## src/rtl/prog_loader.sv

```systemverilog
// Boot-time program loader: assembles UART bytes into big-endian words,
// writes them to IMEM and answers with a single ACK byte.
module prog_loader #(
    parameter int                  DATAW_IN  = 8,
    parameter int                  DATAW_OUT = 32,
    parameter int                  ADDR_W    = 12,
    parameter logic [DATAW_IN-1:0] ACK_BYTE  = 8'hAA
) (
    input  logic                 clk,
    input  logic                 rst,
    input  logic                 start,
    input  logic                 rx_valid,
    input  logic [DATAW_IN-1:0]  rx_data,
    output logic                 wr_en,
    output logic [ADDR_W-1:0]    wr_addr,
    output logic [DATAW_OUT-1:0] wr_data,
    output logic                 tx_valid,
    output logic [DATAW_IN-1:0]  tx_data,
    input  logic                 tx_ready,
    output logic                 busy,
    output logic                 done,
    output logic                 err
);

    localparam int NB  = DATAW_OUT / DATAW_IN;
    localparam int BCW = (NB > 1) ? $clog2(NB) : 1;
    localparam int PW  = DATAW_OUT - DATAW_IN;
    localparam logic [32:0] MAX_LEN = 33'(1) << ADDR_W;

    typedef enum logic [2:0] {
        S_IDLE, S_LEN, S_DATA, S_ACK, S_DONE, S_ERR
    } state_t;

    state_t state, state_nxt;

    logic [BCW-1:0]       byte_cnt;
    logic [PW-1:0]        part;
    logic [31:0]          word_cnt;
    logic [31:0]          len_q;
    logic [DATAW_OUT-1:0] word_nxt;
    logic                 can_start;
    logic                 byte_fire;
    logic                 word_fire;
    logic                 last_word;

    assign can_start = (state == S_IDLE) || (state == S_DONE) || (state == S_ERR);
    assign byte_fire = rx_valid && ((state == S_LEN) || (state == S_DATA));
    assign word_fire = byte_fire && (byte_cnt == BCW'(NB - 1));
    assign word_nxt  = {part, rx_data};
    // Full-width compare so N = 2**ADDR_W finishes without address wrap.
    assign last_word = (word_cnt + 32'd1) == len_q;

    always_ff @(posedge clk) begin
        if (rst) state <= S_IDLE;
        else     state <= state_nxt;
    end

    always_comb begin
        state_nxt = state;
        case (state)
            S_IDLE, S_DONE, S_ERR: begin
                if (start) state_nxt = S_LEN;
            end
            S_LEN: begin
                if (word_fire) begin
                    if (word_nxt == '0)                 state_nxt = S_ACK;
                    else if (33'(word_nxt) > MAX_LEN)   state_nxt = S_ERR;
                    else                                state_nxt = S_DATA;
                end
            end
            S_DATA: begin
                if (word_fire && last_word) state_nxt = S_ACK;
            end
            S_ACK: begin
                if (tx_ready) state_nxt = S_DONE;
            end
            default: state_nxt = S_IDLE;
        endcase
    end

    always_comb begin
        tx_valid = (state == S_ACK);
        tx_data  = ACK_BYTE;
        busy     = (state == S_LEN) || (state == S_DATA) || (state == S_ACK);
        done     = (state == S_DONE);
        err      = (state == S_ERR);
    end

    always_ff @(posedge clk) begin
        if (rst) begin
            byte_cnt <= '0;
            part     <= '0;
            word_cnt <= '0;
            len_q    <= '0;
            wr_en    <= 1'b0;
            wr_addr  <= '0;
            wr_data  <= '0;
        end else begin
            wr_en <= 1'b0;
            if (can_start && start) begin
                byte_cnt <= '0;
                part     <= '0;
                word_cnt <= '0;
                len_q    <= '0;
            end else if (byte_fire) begin
                part     <= word_nxt[PW-1:0];
                byte_cnt <= word_fire ? '0 : byte_cnt + 1'b1;
                if (word_fire && (state == S_LEN))
                    len_q <= 32'(word_nxt);
                if (word_fire && (state == S_DATA)) begin
                    wr_en    <= 1'b1;
                    wr_addr  <= word_cnt[ADDR_W-1:0];
                    wr_data  <= word_nxt;
                    word_cnt <= word_cnt + 32'd1;
                end
            end
        end
    end

endmodule

```

## config.mk

```make
export PLATFORM = sky130hd
export DESIGN_NAME = prog_loader
export DESIGN_NICKNAME = d
export VERILOG_FILES = /design/src/rtl/prog_loader.sv
export SDC_FILE = /design/constraint.sdc
export NUM_CORES = 1
export LEC_CHECK = 0
export ABC_CLOCK_PERIOD_IN_PS = 2600
export BUFFER_PORTS_ARGS = -buffer_cell sky130_fd_sc_hd__buf_2
export CAP_MARGIN = 20
export CORE_ASPECT_RATIO = 1.25
export CORE_MARGIN = 8
export CORE_UTILIZATION = 40
export CTS_CLUSTER_SIZE = 25
export DETAILED_ROUTE_END_ITERATION = 12
export GPL_TIMING_DRIVEN = 0
export RECOVER_POWER = 100
export SLEW_MARGIN = 40
export SYNTH_ARGS = -nofsm -noshare
export SYNTH_HDL_FRONTEND = slang
export SYNTH_SLANG_ARGS = --single-unit
```

## constraint.sdc

```tcl
create_clock -name clk -period 2.6 [get_ports clk]
set_input_delay 0.39 -clock clk [delete_from_list [all_inputs] [get_ports clk]]
set_output_delay 0.39 -clock clk [all_outputs]
set_load 0.05 [all_outputs]
```

* Word level (Yosys, flattened, before mapping) *
Index checks and enable logic that the tools add are counted.

cells by class
  muxes and demuxes = 9
  add/sub/neg operators = 2
  $mul = 0
  eq/ne operators = 11
  bitwise operators = 2
  order comparisons = 1
  shift operators = 0
  reduce and logical (&&, ||, !) cells = 19
  divide/modulo/power cells = 0

operator list
  operator                                               count
  adder 32 x 1 -> 32 bit, second input constant          1
  equality test 32 bit                                   1
  > comparator 32 x 13 -> 1 bit, second input constant   1
  logical NOT 32 bit                                     1
  two-way mux 3 bit                                      6
  case mux 3 bit (4 select lines)                        1
  equality test 3 x 2 -> 1 bit, second input constant    2
  equality test 3 bit, second input constant             2
  logical AND 1 bit                                      6
  inequality test 2 bit, second input constant           3
  OR reduction 3 bit                                     2
  logical OR 1 bit                                       4
  AND reduction 2 bit                                    2
  AND reduction 4 bit                                    1
  equality test 3 x 1 -> 1 bit, second input constant    1
  logical NOT 3 bit                                      1
  AND reduction 3 bit                                    1
  adder 2 x 1 -> 2 bit, second input constant            1
  equality test 2 bit, second input constant             1
  two-way mux 2 bit                                      1
  inequality test 2 x 1 -> 1 bit, second input constant  1
  NOT 1 bit                                              2
  OR reduction 2 bit                                     1
  two-way mux 1 bit                                      1

storage, ports and cells
  bits in writable memories = 0
  ROM bits = 0
  logic and storage cells = 52
  memories kept = 0
  input port bits = 13
  bits in latches = 0
  output and inout bits = 57
  flip-flop bits (word level) = 138

* Depth between registers and ports, before layout *
Gate-level depths: netlist of run 1.

  word-level depth = 7
  depth in mapped cells = 10
  gate-level depth less buffers = 9

* Least setup slack after synthesis of run 1 *
Ideal clock, no wire load.

  path kind = reg-to-reg
  start point = register word_cnt[0]
  end point = register state[0]
  setup time = 74 ps
  setup slack = 302 ps
  data arrival time = 2224 ps
  stages on the path, launching flop included = 10
  cell sequence = dfxtp_1 ha_1 nand3_4 nor4_1 xnor2_1 o211ai_1 a2111o_1 nor4_1 nand4_1 a31oi_1

on the way
  word-level cells in the longest chain between the ends = 5

RTL lines
  item                             line  RTL
  from (decl)                      38    logic [31:0] word_cnt;
  from (signal assigned)           114   word_cnt <= word_cnt + 32'd1;
  adder 32 x 1 -> 32 bit           51    assign last_word = (word_cnt + 32'd1) == len_q;
  equality test 32 bit             51
  logical AND 1 bit                72    if (word_fire && last_word) state_nxt = S_ACK;
  inequality test 2 bit (no line)  -
  AND reduction 4 bit (no line)    -
  to (signal assigned)             55    else state <= state_nxt;
  to (decl)                        34    state_t state, state_nxt;

No other way between the ends.
A chain may end at the register's enable or synchronous reset.

* Worst setup path in the final report of run 1 *
Same ends and word-level chain as after synthesis.

==> results of run 1 <==
-- cell families (layout without fill, tap and decap cells) --
kind of cell,Yosys count,after routing,synth area share
simple gates,374,374,0.269
compound gates,146,146,0.129
flops,138,138,0.441
xor+xnor,77,77,0.108
buf+inv,62,159,0.0446
fa+ha+maj,2,2,0.00400
other cells,2,8,0.00120
mux,2,2,0.00340
-- metrics by stage --
step / hold slack (ns) / cells / power, mW / area (µm²) / worst slack (ns)
6_report: 0.268 / 1118 / 4.85 / 7550 / 0.115
5_1_grt: 0.261 / 1118 / 4.99 / 7550 / -0.0156
4_1_cts: 0.250 / 1115 / 4.88 / 7560 / 0.0246
3_5_place_dp: 0.444 / 1082 / 2.37 / 6860 / -0.599
3_3_place_gp: 0.441 / 1082 / 2.37 / 6860 / -0.576
2_1_floorplan: 0.440 / 809 / 2.30 / 6280 / 0.302
-- repair_timing --
action	4_1_cts	5_1_grt
gates resized for setup	19	15
pin swaps	4	6
endpoints found under the setup margin	49	44
buffers inserted	1	4
-- flip-flops by register name, summed over array words and instances, names as in the netlist --
| register | count |
|---|---|
| part | 24 |
| wr_en | 1 |
| len_q | 32 |
| byte_cnt | 2 |
| wr_data | 32 |
| word_cnt | 32 |
| state | 3 |
| wr_addr | 12 |
-- synth_stat cells (3+ instances only) --
cell type  instances
buf_4             10
clkbuf_1          42
a21oi_1          116
and4_1             6
buf_2              7
dfxtp_1          138
nand3_1           19
or3_1              9
nand4_1           14
and3_1             4
nor4_1            10
xnor2_1           46
nor3_1            14
nor2_1            43
xor2_1            31
nand2_1          237
nand4_2            3
o21ai_0            9
-- worst max path at each step --
stage                     slack (ns)        start      endpoint  cells after the start
after CTS                       0.02  byte_cnt[0]  word_cnt[31]                      9
after global routing           -0.02  byte_cnt[0]  word_cnt[13]                      7
after detailed placement       -0.60  word_cnt[0]      state[0]                      9
after global placement         -0.58  word_cnt[0]      state[0]                      9
final                           0.12  word_cnt[0]      state[0]                      9
after floorplan                 0.30  word_cnt[0]      state[0]                      9
-- worst reg2reg max path, cell delays in order (launching register included) --
cell and delay [ns]:
dfxtp_4 0.41, ha_4 0.18, nand3_4 0.16, or3_1 0.36, a2bb2oi_2 0.13, a21oi_1 0.08
a2111o_1 0.46, nor4_2 0.25, nand4_1 0.22, a31oi_1 0.17
-- layout by cell type (no fill, tap or decap), types with 2 or more instances in the layout --
cell type and n:
nand2_1 236, dfxtp_1 134, a21oi_1 116, clkbuf_1 86
xnor2_1 46, nor2_1 41, xor2_1 31, nand3_1 19
buf_2 18, clkbuf_16 17, buf_4 15, nor3_1 14
nand4_1 14, or3_1 9, o21ai_0 9, nor4_1 8
conb_1 8, and4_1 6, and3_1 4, clkbuf_2 4
clkbuf_8 4, clkinv_2 4, nor4_4 3, bufinv_16 3
dfxtp_2 3, o21bai_1 2, a22oi_1 2, nand4_2 2
o21a_1 2, o211ai_1 2, and3b_1 2, clkinv_4 2
clkinvlp_4 2
-- per-layer routing --
| layer | track usage | up-vias |
|---|---|---|
| li1 | - | 2868 |
| met1 | 0.210 | 2609 |
| met2 | 0.311 | 152 |
| met3 | 0.0390 | 44 |
| met4 | 0.0988 | 0 |
| met5 | 0 | - |
-- report_power, final --
part	total [mW]	switching, mW	leakage, nW	internal (mW)
combinational	0.188	0.145	1.14	0.0429
clock	2.52	0.919	0.305	1.61
sequential	2.13	0.0120	1.11	2.12
-- final cells by class --
class | count | area, µm²
Clock inverter | 11 | 143
Inverter | 2 | 7.51
Clock buffer | 21 | 480
Fill cell | 1648 | 7890
Tap cell | 212 | 265
Buffer | 59 | 283
Multi-Input combinational cell | 609 | 3320
Sequential cell | 138 | 2770
Timing Repair Buffer | 66 | 282
==> impl_metrics.toml, run 1 <==
[setup_path]
r2r-end = "state[0]"
r2r_slack_ns = 0.12
reg2reg_from = "word_cnt[0]"
cp-start-kind = "flop"
crit_path_max_incr_delay_ns = 0.46
path_max_fanout = 10
critPathKind = "reg -> reg"
path_delay_family = "simple AND/OR/NAND/NOR gates"
crit_buf_inv = 0
cp.required_ns = 2.95
cp.arrival_ns = 2.83
slowest_stage = "a2111o_1"
worstPathCellList = "ha_4 > nand3_4 > or3_1 > a2bb2oi_2 > a21oi_1 > a2111o_1 > nor4_2 > nand4_1 > a31oi_1"
endpoint_kind = "flop"
reg2regPathDepth = 9

[route]
wl_met3_um = 750
drt-met1-wl_um = 7610
dr_wl_met2_um = 8560
wl_per_cell_um = 15.8
ant_nets = 0
vias = 5673
drt-total-wl_um = 17600
first_iter_violations = 232
vias_per_cell = 5.07
topRoutingLayerUsed = "met4"
drtPass1Iterations = 5
drc_errors = 0

[worst_hold_path]
hold_path_depth = 3
hold_path_end = "wr_data[2]"
hp-class = "in -> reg"
hold_start = "rx_data[2]"

[floorplan]
start_util = 0.406
die_w_um = 128
placementRows = 51
io_pins = 70
core_um2 = 15400
die_h_um = 156
dieArea_um2 = 19900

[synth]
ys_seq_area_frac = 0.441
syn_inst = 803
synth_edf_count = 0
yosys.area.top_type = "dfxtp_1"
synthFlopType = "dfxtp_1"
synth_cell_types = 55
async_flop_share = 0
yosys-top-cells-area = "dfxtp_1 44%, nand2_1 14%, a21oi_1 9.3%"
yosysTopAreaCellShare = 0.441
yosysWarnings = 0
avgSynthCellArea_um2 = 7.80
ys_ff_latch = 138
syn_area_um2 = 6260

[sta]
tns_ns = 0
fin_crit_sh = 0.956
hold_viol_final = 0
max_freq_ghz = 0.402
fin_crit_ns = 2.48
tightestPinTransition_ns = 0.803
finClkSkew_ns = 0.00492
maxSlewHeadroom = 0.451
slew_viol_final = 0
setup_viol = 0

[clocking]
insertion_delay_ns = 0.42
cts_buffers = 17
cts_hold_buffers = 0
htree_num_levels = 4
clockBufferDepth = 2
cts_tree = "yes"
clkTransAtPathRegs_ns = 0.06
cts_root_buf = "clkbuf_16"
cts.sinks = 138

[global_route]
grt_pass1_wl_um = 28800
antenna_found_initial = 0
first_global_vias = 5610
grt_max_degree = 17
track_usage = 0.183
overflow = 0

[run]
maxCapViolCount = 0

[power_and_ir_drop]
leakagePower_nw = 2.55
power_density_nw_per_um2 = 642
vdd_drop_max_uv = 439

[placed_design]
gp_congestion = 0.893
port_buffers = 61
dp_hpwl_um = 13000

[final_layout]
area_delta_synth_final_pct = 20.6
antennaDiodeCount = 0
postLayoutCoreUtil = 0.489
nets = 908
drive_gt1_frac = 0.107

[run_status]
status = "finished, final reports clean"
(Power assumes the default switching activity.)
==> run 2, diff against run 1 <==
- CORE_MARGIN: 8 -> 10
==> impl_metrics.toml, run 2 (synthesis gave the netlist of run 1 again) <==
[final_layout]
nFillCells = 1640
final_common_cell = "nand2_1"
top_regs = "len_q x32, word_cnt x32, wr_data x32"
drive_gt1_frac = 0.0987
fin_area_um2 = 7500
postLayoutCoreUtil = 0.484
instances_no_fill = 1114
antennaDiodeCount = 0
nets = 905
layout_common_cells = "237 x nand2_1, 136 x dfxtp_1, 116 x a21oi_1"
area_delta_synth_final_pct = 19.8

[worst_hold_path]
hp-class = "in -> reg"

[sta]
fin_crit_sh = 1.01
setup_viol = 1
setup_ws_ns = -0.0284
max_freq_ghz = 0.380
slew_viol_final = 0
hold_viol_final = 0
maxSlewHeadroom = 0.401
fin_crit_ns = 2.63
tightestPinTransition_ns = 0.876
timing.hold.ws_ns = 0.253
rsz0062_at_grt = "true"
finClkSkew_ns = 0.00900

[run_status]
status = "complete, but fails checks"
violations = "setup timing"

[route]
drc_errors = 0
drtPass1Iterations = 5
first_iter_violations = 328
drt-total-wl_um = 18100
vias = 5611
ant_nets = 0
vias_per_cell = 5.04
wl_per_cell_um = 16.2

[placed_design]
dp.cells = 1082
port_buffers = 61
place_area_um2 = 6860
dp_hpwl_um = 13200
gp_congestion = 0.857

[clocking]
cts_tree = "yes"
cts_root_buf = "clkbuf_16"
htree_num_levels = 4
clockBufferDepth = 2
cts_buffers = 17
cts_hold_buffers = 0
clkTransAtPathRegs_ns = 0.06
cts.sinks = 138
insertion_delay_ns = 0.43

[floorplan]
start_util = 0.404
placementRows = 51
die_w_um = 132
dieArea_um2 = 21100
core_um2 = 15500
die_h_um = 160
io_pins = 70

[setup_path]
cp.required_ns = 2.96
path_max_fanout = 7
cp-start-kind = "flop"
cp.arrival_ns = 2.99
endpoint_kind = "flop"
critPathKind = "reg -> reg"

[global_route]
overflow = 0
antenna_found_initial = 0
grt_max_degree = 17
track_usage = 0.172
grt_pass1_wl_um = 29400
first_global_vias = 5415

[power_and_ir_drop]
power_density_nw_per_um2 = 654
vdd_drop_max_uv = 488
leakagePower_nw = 2.51

[run]
maxCapViolCount = 0
run 2: area by class of cell:
type	instances	area [µm²]	area share
Sequential cell	138	2770	0.369
Buffer	59	275	0.0367
Timing Repair Buffer	63	259	0.0345
Clock buffer	18	429	0.0572
Multi-Input combinational cell	609	3310	0.441
Clock inverter	13	193	0.0257
Tap cell	212	265	0.0354
Inverter	2	7.51	0.00100
run 2: critical path, stage by stage (launching register included):
cell and delay [ns]:
dfxtp_1 0.35, ha_1 0.24, nand2_1 0.22, or4_1 0.69, nor2_1 0.44, nand2_1 0.14, or3_1 0.32, a21oi_1 0.14
run 2: layer usage:
metal,GRT usage,part of all wire
met4,0.0714,0.027
met5,0,0
met2,0.298,0.49
met1,0.201,0.44
met3,0.0367,0.038
run 2: power by group:
group          switching [mW]  leakage (nW)  total, mW  internal, mW
registers              0.0123          1.11       2.13          2.12
clock network           0.971         0.297       2.58          1.61
logic                   0.147          1.09      0.190        0.0430
total                    1.13          2.51       4.90          3.77
run 2: final timing paths:
check | depth (start not counted) | startpoint | slack (ns) | to
setup / recovery | 7 | byte_cnt[0] | -0.03 | word_cnt[28]
hold / removal | 3 | rx_data[7] | 0.25 | wr_data[7]
setup reg to reg | 7 | byte_cnt[0] | -0.03 | word_cnt[28]
hold reg to reg | 2 | wr_data[16] | 0.45 | wr_data[16]
run 2: through the flow:
step	power (mW)	TNS, ns	worst slack [ns]
after floorplan	2.30	0	0.302
after CTS	4.93	-0.0930	-0.0649
after global routing	5.04	-0.827	-0.126
after detailed placement	2.37	-6.45	-0.620
final	4.90	-0.0284	-0.0284
after global placement	2.37	-4.90	-0.610
run 2: timing repair:
| action | CTS | global route |
|---|---|---|
| pin swaps | 1 | 6 |
| setup endpoints to repair | 53 | 25 |
| gates resized for setup | 13 | 12 |
| setup buffers | 0 | 2 |
